$ cat config.mk
export PLATFORM = sky130hd
export DESIGN_NAME = instruction_decode_stage
export DESIGN_NICKNAME = d
export VERILOG_FILES = /design/src/rtl/instruction_decode_stage.sv
export SDC_FILE = /design/constraint.sdc
export NUM_CORES = 1
export LEC_CHECK = 0
export ABC_AREA = 1
export CORE_ASPECT_RATIO = 0.75
export CORE_MARGIN = 2
export CORE_UTILIZATION = 44
export DETAILED_ROUTE_END_ITERATION = 10
export GPL_ROUTABILITY_DRIVEN = 1
export GPL_TIMING_DRIVEN = 0
export PLACE_DENSITY_LB_ADDON = 0.25
export SLEW_MARGIN = 20
export SYNTH_ARGS = -nofsm -noshare
export SYNTH_HDL_FRONTEND = slang
export SYNTH_SLANG_ARGS = --single-unit
$ cat constraint.sdc
create_clock -name clk -period 3.1 [get_ports clk]
set_input_delay 0.775 -clock clk [delete_from_list [all_inputs] [get_ports clk]]
set_output_delay 0.775 -clock clk [all_outputs]
set_load 0.01 [all_outputs]
$ cat src/rtl/instruction_decode_stage.sv
// MIPS R/I/J instruction decoder with a BUF_DEPTH-entry decoded-record FIFO.
// Optional illegal-opcode trap and counter enabled by `define DECODE_ILLEGAL_TRAP_EN.
module instruction_decode_stage #(
    parameter int DATA_WIDTH = 32,
    parameter int BUF_DEPTH  = 2
) (
    input  logic                  clk,
    input  logic                  reset_n,
    input  logic                  in_valid,
    output logic                  in_ready,
    input  logic [31:0]           instr,
    output logic                  out_valid,
    input  logic                  out_ready,
    output logic [5:0]            opcode,
    output logic [4:0]            rs,
    output logic [4:0]            rt,
    output logic [4:0]            rd,
    output logic [4:0]            shamt,
    output logic [5:0]            funct,
    output logic [DATA_WIDTH-1:0] imm_ext,
    output logic [25:0]           target,
    output logic [1:0]            fmt,
    output logic [4:0]            wr_reg,
    output logic                  illegal,
    output logic [15:0]           illegal_cnt
);
    localparam int PTR_W = $clog2(BUF_DEPTH);
    localparam logic [PTR_W:0] FULL_CNT = (PTR_W + 1)'(BUF_DEPTH);

    function automatic logic [1:0] fmt_of(input logic [5:0] op);
        if (op == 6'h00)
            return 2'b00;
        else if (op == 6'h02 || op == 6'h03)
            return 2'b10;
        else
            return 2'b01;
    endfunction

    // Logical-immediate opcodes zero-extend; everything else, R and J included, sign-extends.
    function automatic logic [DATA_WIDTH-1:0] ext_imm(input logic [5:0] op, input logic [15:0] imm);
        logic signed [15:0] imm_s;
        imm_s = imm;
        if (op inside {6'h0C, 6'h0D, 6'h0E, 6'h0F})
            return DATA_WIDTH'(imm);
        else
            return DATA_WIDTH'(imm_s);
    endfunction

    function automatic logic [4:0] wr_reg_of(input logic [5:0] op, input logic [4:0] f_rt,
                                             input logic [4:0] f_rd);
        if (op == 6'h03)
            return 5'd31;
        else if (op inside {6'h02, 6'h04, 6'h05, 6'h2B})
            return 5'd0;
        else if (op == 6'h00)
            return f_rd;
        else
            return f_rt;
    endfunction

    logic [PTR_W-1:0] wr_ptr, rd_ptr;
    logic [PTR_W:0]   count;
    logic             push, pop;

    assign in_ready  = (count != FULL_CNT);
    assign out_valid = (count != '0);
    assign push      = in_valid && in_ready;
    assign pop       = out_valid && out_ready;

    // Stage p0: combinational decode of the incoming word
    logic [1:0]            fmt_p0;
    logic [4:0]            wr_reg_p0;
    logic [DATA_WIDTH-1:0] imm_p0;

    assign fmt_p0    = fmt_of(instr[31:26]);
    assign wr_reg_p0 = wr_reg_of(instr[31:26], instr[20:16], instr[15:11]);
    assign imm_p0    = ext_imm(instr[31:26], instr[15:0]);

    // Stage p1: decoded-record FIFO storage (data only, never reset)
    logic [31:0]           instr_p1  [BUF_DEPTH];
    logic [1:0]            fmt_p1    [BUF_DEPTH];
    logic [4:0]            wr_reg_p1 [BUF_DEPTH];
    logic [DATA_WIDTH-1:0] imm_p1    [BUF_DEPTH];

    always_ff @(posedge clk) begin
        if (push) begin
            instr_p1[wr_ptr]  <= instr;
            fmt_p1[wr_ptr]    <= fmt_p0;
            wr_reg_p1[wr_ptr] <= wr_reg_p0;
            imm_p1[wr_ptr]    <= imm_p0;
        end
    end

    always_ff @(posedge clk or negedge reset_n) begin
        if (!reset_n) begin
            wr_ptr <= '0;
            rd_ptr <= '0;
            count  <= '0;
        end else begin
            if (push)
                wr_ptr <= wr_ptr + 1'b1;
            if (pop)
                rd_ptr <= rd_ptr + 1'b1;
            case ({push, pop})
                2'b10:   count <= count + 1'b1;
                2'b01:   count <= count - 1'b1;
                default: count <= count;
            endcase
        end
    end

    assign opcode  = instr_p1[rd_ptr][31:26];
    assign rs      = instr_p1[rd_ptr][25:21];
    assign rt      = instr_p1[rd_ptr][20:16];
    assign rd      = instr_p1[rd_ptr][15:11];
    assign shamt   = instr_p1[rd_ptr][10:6];
    assign funct   = instr_p1[rd_ptr][5:0];
    assign target  = instr_p1[rd_ptr][25:0];
    assign fmt     = fmt_p1[rd_ptr];
    assign wr_reg  = wr_reg_p1[rd_ptr];
    assign imm_ext = imm_p1[rd_ptr];

`ifdef DECODE_ILLEGAL_TRAP_EN
    function automatic logic is_illegal(input logic [5:0] op);
        return !(op inside {6'h00, 6'h02, 6'h03, 6'h04, 6'h05, 6'h08, 6'h09, 6'h0A,
                            6'h0B, 6'h0C, 6'h0D, 6'h0E, 6'h0F, 6'h23, 6'h2B});
    endfunction

    function automatic logic [15:0] sat_inc16(input logic [15:0] v);
        return (v == 16'hFFFF) ? v : v + 16'd1;
    endfunction

    logic illegal_p0;
    logic illegal_p1 [BUF_DEPTH];
    logic [15:0] illegal_cnt_q;

    assign illegal_p0 = is_illegal(instr[31:26]);

    always_ff @(posedge clk) begin
        if (push)
            illegal_p1[wr_ptr] <= illegal_p0;
    end

    always_ff @(posedge clk or negedge reset_n) begin
        if (!reset_n)
            illegal_cnt_q <= '0;
        else if (push && illegal_p0)
            illegal_cnt_q <= sat_inc16(illegal_cnt_q);
    end

    // Storage is not cleared by reset, so gate the flag with occupancy.
    assign illegal     = out_valid && illegal_p1[rd_ptr];
    assign illegal_cnt = illegal_cnt_q;
`else
    assign illegal     = 1'b0;
    assign illegal_cnt = 16'd0;
`endif

endmodule

# Yosys cells after proc, flatten, opt, wreduce, memory -nomap -nowiden
# Memories as Yosys holds them, arrays and structs flattened.
# Cells that the tools add are included.
[totals]
reg_bits = 4
mem_bits_rw = 142
input_bits = 36
wordCells = 40
mem_count = 4
[memory_table]
columns = ["name", "words", "width", "rd", "rd_ports_with_merged_regs", "wr", "line", "rtl"]
rows = [
  ["imm_p1", 2, 32, 1, 0, 1, "83", "logic [DATA_WIDTH-1:0] imm_p1 [BUF_DEPTH];"],
  ["instr_p1", 2, 32, 1, 0, 1, "80", "logic [31:0] instr_p1 [BUF_DEPTH];"],
  ["wr_reg_p1", 2, 5, 1, 0, 1, "82", "logic [4:0] wr_reg_p1 [BUF_DEPTH];"],
  ["fmt_p1", 2, 2, 1, 0, 1, "81", "logic [1:0] fmt_p1 [BUF_DEPTH];"],
]
[op_classes]
addsub = 4
n_eq_ne = 12
muxes = 9
reduce_logical = 8
[ops]
columns = ["op", "count"]
rows = [
  ["32-bit 2-to-1 mux", 1],
  ["6-bit by 4-bit == test with 1-bit output (second input constant)", 4],
  ["5-bit 2-to-1 mux", 3],
  ["6-bit by 2-bit == test with 1-bit output (second input constant)", 2],
  ["6-bit by 3-bit == test with 1-bit output (second input constant)", 2],
  ["4-bit nonzero test", 2],
  ["6-bit == test (second input constant)", 1],
  ["6-bit zero test", 1],
  ["2-bit 2-to-1 mux", 2],
  ["2-bit one-hot mux with 2 select lines", 1],
  ["2-bit nonzero test", 2],
  ["1-bit adder (second input constant)", 2],
  ["2-bit by 1-bit adder with 2-bit output (second input constant)", 1],
  ["2-bit by 1-bit == test with 1-bit output (second input constant)", 1],
  ["2-bit == test (second input constant)", 1],
  ["1-bit logical AND", 2],
  ["1-bit 2-to-1 mux", 2],
  ["2-bit inequality test (second input constant)", 1],
  ["2-bit by 1-bit subtractor with 2-bit output (second input constant)", 1],
  ["1-bit logical OR", 1],
]

# Longest topological paths before layout
[logic_depth]
depth_word = 4
mapped_depth = 8
mapped_depth_nobuf = 8

# Worst setup path after synthesis
# OpenSTA, ideal clock, no wires.
[synth_path]
path_kind = "in2reg"
start = "in in_valid"
end = "mem fmt_p1[1][0], enable pin"
setup_time_ns = 0.439
arrival_time_ns = 2.577
t_required_ns = 2.661
slack_ns = 0.084
stages = 2
cell_sequence = "nand2_1 nor2_1"
[synth_between]
elab_chain_len = 3
[synth_lines]
columns = ["element", "line", "rtl"]
rows = [
  ["start, declared", "9", "input logic in_valid,"],
  ["1-bit logical AND", "67", "assign push = in_valid && in_ready;"],
  ["1-bit 2-to-1 mux", "86", "if (push) begin"],
  ["1-bit 2-to-1 mux (implied by the code)", "88", "fmt_p1[wr_ptr] <= fmt_p0;"],
  ["end, declared", "81", ""],
]
# No other way between the ends.

# Worst setup path after layout
[layout_path]
start = "reg rd_ptr"
end = "out imm_ext[24]"
[layout_between]
elab_chain_len = 1
[layout_lines]
columns = ["element", "line", "rtl"]
rows = [
  ["start, declared", "61", "logic [PTR_W-1:0] wr_ptr, rd_ptr;"],
  ["start signal, assigned", "103", "rd_ptr <= rd_ptr + 1'b1;"],
  ["memory read 2 x 32 bit", "-", ""],
  ["end, declared", "20", "output logic [DATA_WIDTH-1:0] imm_ext,"],
]
# No other way between the ends.

==> flow_summary.json <==
{
  "fmax_mhz": 342,
  "synthMostInstantiatedCell": "nand2_1",
  "netlist-cell-type-count": 23,
  "cts_tree": "built",
  "fp.dieH_um": 85.9,
  "netlist_area_um2": 3930,
  "dr.pass1.iters": 9,
  "ant_nets": 0,
  "relSlewSlack_pct": 58.8,
  "final_layout_size_suffix_gt1_share_pct": 21.4,
  "timing.rr.start": "count[0]$_DFFE_PN0P_",
  "core_um2": 8560,
  "slowest_delay_ns": 0.53,
  "regArea_um2": 2500,
  "peakVddDrop_mv": 0.669,
  "io_pins": 152,
  "fin_crit_ns": 2.92,
  "vias": 2814,
  "hold_viol_final": 0,
  "grt_usage_pct": 18.4,
  "worst-r2r-setup-slack_ns": 1.25,
  "synthTopCellsByArea": "edfxtp_1, buf_4, nand2_1, dfrtp_1, nor2_4",
  "grt_overflow": 0,
  "cts_root_buf": "clkbuf_16",
  "cp_slowest_cell": "clkdlybuf4s50_1",
  "postSynthCellCount": 360,
  "startpoint_type": "flip-flop",
  "area_growth_pct": 49.8,
  "layout.nets": 561,
  "violations": "design-rule violations",
  "crit_path_end_kind": "primary output",
  "clk_pin_slew_ns": 0.06,
  "synth_top_area_share_pct": 61.1,
  "synth_edf_count": 80,
  "ys_ff_latch": 84,
  "grt_max_degree": 23,
  "synth_area_per_cell_um2": 10.9,
  "pre_cts_ws_ns": 0.260,
  "grt_pass1_vias": 2813,
  "routed_wl_mm": 8.71,
  "drc": 15,
  "ff2ff_path_depth": 6,
  "whs_ns": 0.551,
  "worst_pin_slew_ns": 0.617,
  "rsz0062_at_grt": "no",
  "path_max_fanout": 16,
  "synth_flop_cell": "edfxtp_1",
  "min_path_cells": 1,
  "slew_violations": 0,
  "rows": 29,
  "finalCritPeriodShare_pct": 94.2,
  "status": "complete, but fails checks",
  "fill_cells": 625,
  "arrival_ns": 2.15,
  "power_density_nw_per_um2": 1020,
  "yosysTopAreaCell": "edfxtp_1",
  "grt_pass1_wl_mm": 13.8,
  "critical_path_required_ns": 2.32,
  "clock_latency_ns": 0.33,
  "worst_clock_skew_ns": 0.00543,
  "n_antenna_cell": 0,
  "port_buffers": 134,
  "cp_cell_sequence": "clkbuf_1 -> inv_2 -> buf_2 -> nand2_1 -> nand2_4 -> buf_4 -> clkdlybuf4s50_1",
  "antenna_found_initial": 0,
  "numCtsBuffers": 9,
  "finalSetupViolations": 0,
  "async_flop_share_pct": 4.76,
  "yosysWarnings": 0,
  "min-delay-start": "count[0]$_DFFE_PN0P_",
  "rr_endpoint": "imm_p1[1][8]$_DFFE_PP_",
  "dpl.hpwl_mm": 6.49,
  "setup_ws_ns": 0.179,
  "htreeDepth": 3,
  "critPathKind": "flip-flop to primary output",
  "min_to": "count[0]$_DFFE_PN0P_",
  "wire_per_inst_um": 13.7,
  "multi_input_area_um2": 863,
  "cap_violations": 0,
  "routabilityCongestion": 0.760,
  "cp_top_family": "buffers and inverters",
  "cts.sinks": 84,
  "die_w_um": 113,
  "clk_path_buf_depth": 2,
  "yosysSeqAreaShare_pct": 63.7,
  "die_area_um2": 9710,
  "via_per_inst": 4.42,
  "hold_class": "flip-flop to flip-flop",
  "synthTopCellsByCount": "nand2_1, edfxtp_1, buf_4",
  "drtIter0Drc": 128,
  "path_buf_inv": 5,
  "start_util_pct": 45.9,
  "leakage_nw": 2.55
}
report_power, final:
part	switching (mW)	leakage (nW)	total [mW]	internal (mW)
Sequential	0.0708	0.787	1.62	1.55
Clock	0.406	0.154	1.11	0.705
Combinational	1.43	1.60	3.29	1.86
Total	1.90	2.55	6.02	4.12
placed cells by master, fill, tap and decap left out, types with 3 or more instances in the layout:
cell	Yosys	layout
nand2_1	148	147
clkdlybuf4s50_1	0	134
edfxtp_1	80	80
buf_4	74	74
conb_1	1	17
inv_1	11	11
clkbuf_16	0	9
buf_2	8	8
nor2_4	4	6
nand4_1	5	5
dfrtp_1	4	4
nand3_1	3	3
nor2_1	5	3
buf_16	0	3
flip-flops by register name, summed over array words and instances, names as in the netlist:
register / cells
rd_ptr: 1
wr_reg_p1: 10
count: 2
fmt_p1: 4
instr_p1: 32
imm_p1: 34
wr_ptr: 1
final cells by class:
class | instances | share of cell area (%)
clock buffer | 10 | 3.89
sequential | 84 | 42.5
tap | 108 | 2.29
clock inverter | 6 | 1.47
buffer | 83 | 10.2
timing repair buffer | 137 | 24.2
multi-input combinational | 196 | 14.7
inverter | 13 | 0.829
how the worst max path moves through the flow:
stage                             startpoint                       to  slack (ns)  cells past startpoint
after floorplan                     in_valid   fmt_p1[1][0]$_DFFE_PP_        0.08                      2
after CTS                 rd_ptr$_DFFE_PN0P_              imm_ext[24]        0.05                      7
after global placement              in_valid  imm_p1[1][12]$_DFFE_PP_       -1.42                      3
after detailed placement  rd_ptr$_DFFE_PN0P_              imm_ext[24]        0.26                      7
final                     rd_ptr$_DFFE_PN0P_              imm_ext[24]        0.18                      7
after global routing      rd_ptr$_DFFE_PN0P_              imm_ext[18]        0.02                      7
routing by layer:
layer / global-route usage (%) / vias to the layer above / part of all wire, %
met5: 0 / - / 0
met4: 4.32 / 0 / 0.85
met3: 5.09 / 8 / 9.2
met2: 33.8 / 122 / 51
met1: 21.6 / 1276 / 39
li1: - / 1408 / -
metrics by stage:
stage	setup TNS (ns)	total power, mW	std cells	instance area [um^2]	util, %
after floorplan	0	3.23	376	3990	-
after global placement	-112.53	4.81	618	5470	63.9
after detailed placement	0	4.96	621	5570	65.0
after CTS	0	6.08	637	5880	68.7
after global routing	0	6.35	637	5890	68.8
final	0	6.02	637	5890	68.8
cells by family after synthesis:
| logic type | count (synthesis) | synth area share, % |
|---|---|---|
| AOI/OAI and AO/OA | 5 | 0.668 |
| DFF | 84 | 63.7 |
| buffers and inverters | 96 | 16.5 |
| adders and majority gates | 1 | 0.318 |
| xor gates and xnor gates | 3 | 0.668 |
| other | 1 | 0.0954 |
| and+or+nand+nor | 170 | 18.1 |
timing repair:
action | 4_1_cts | 5_1_grt
buffers inserted | 0 | 0
gates resized for setup | 1 | 1
setup endpoints to repair | 16 | 15
hold buffers | 0 | 0
pin swaps | 0 | 0
No activity file was read; power rests on OpenSTA's default activity.
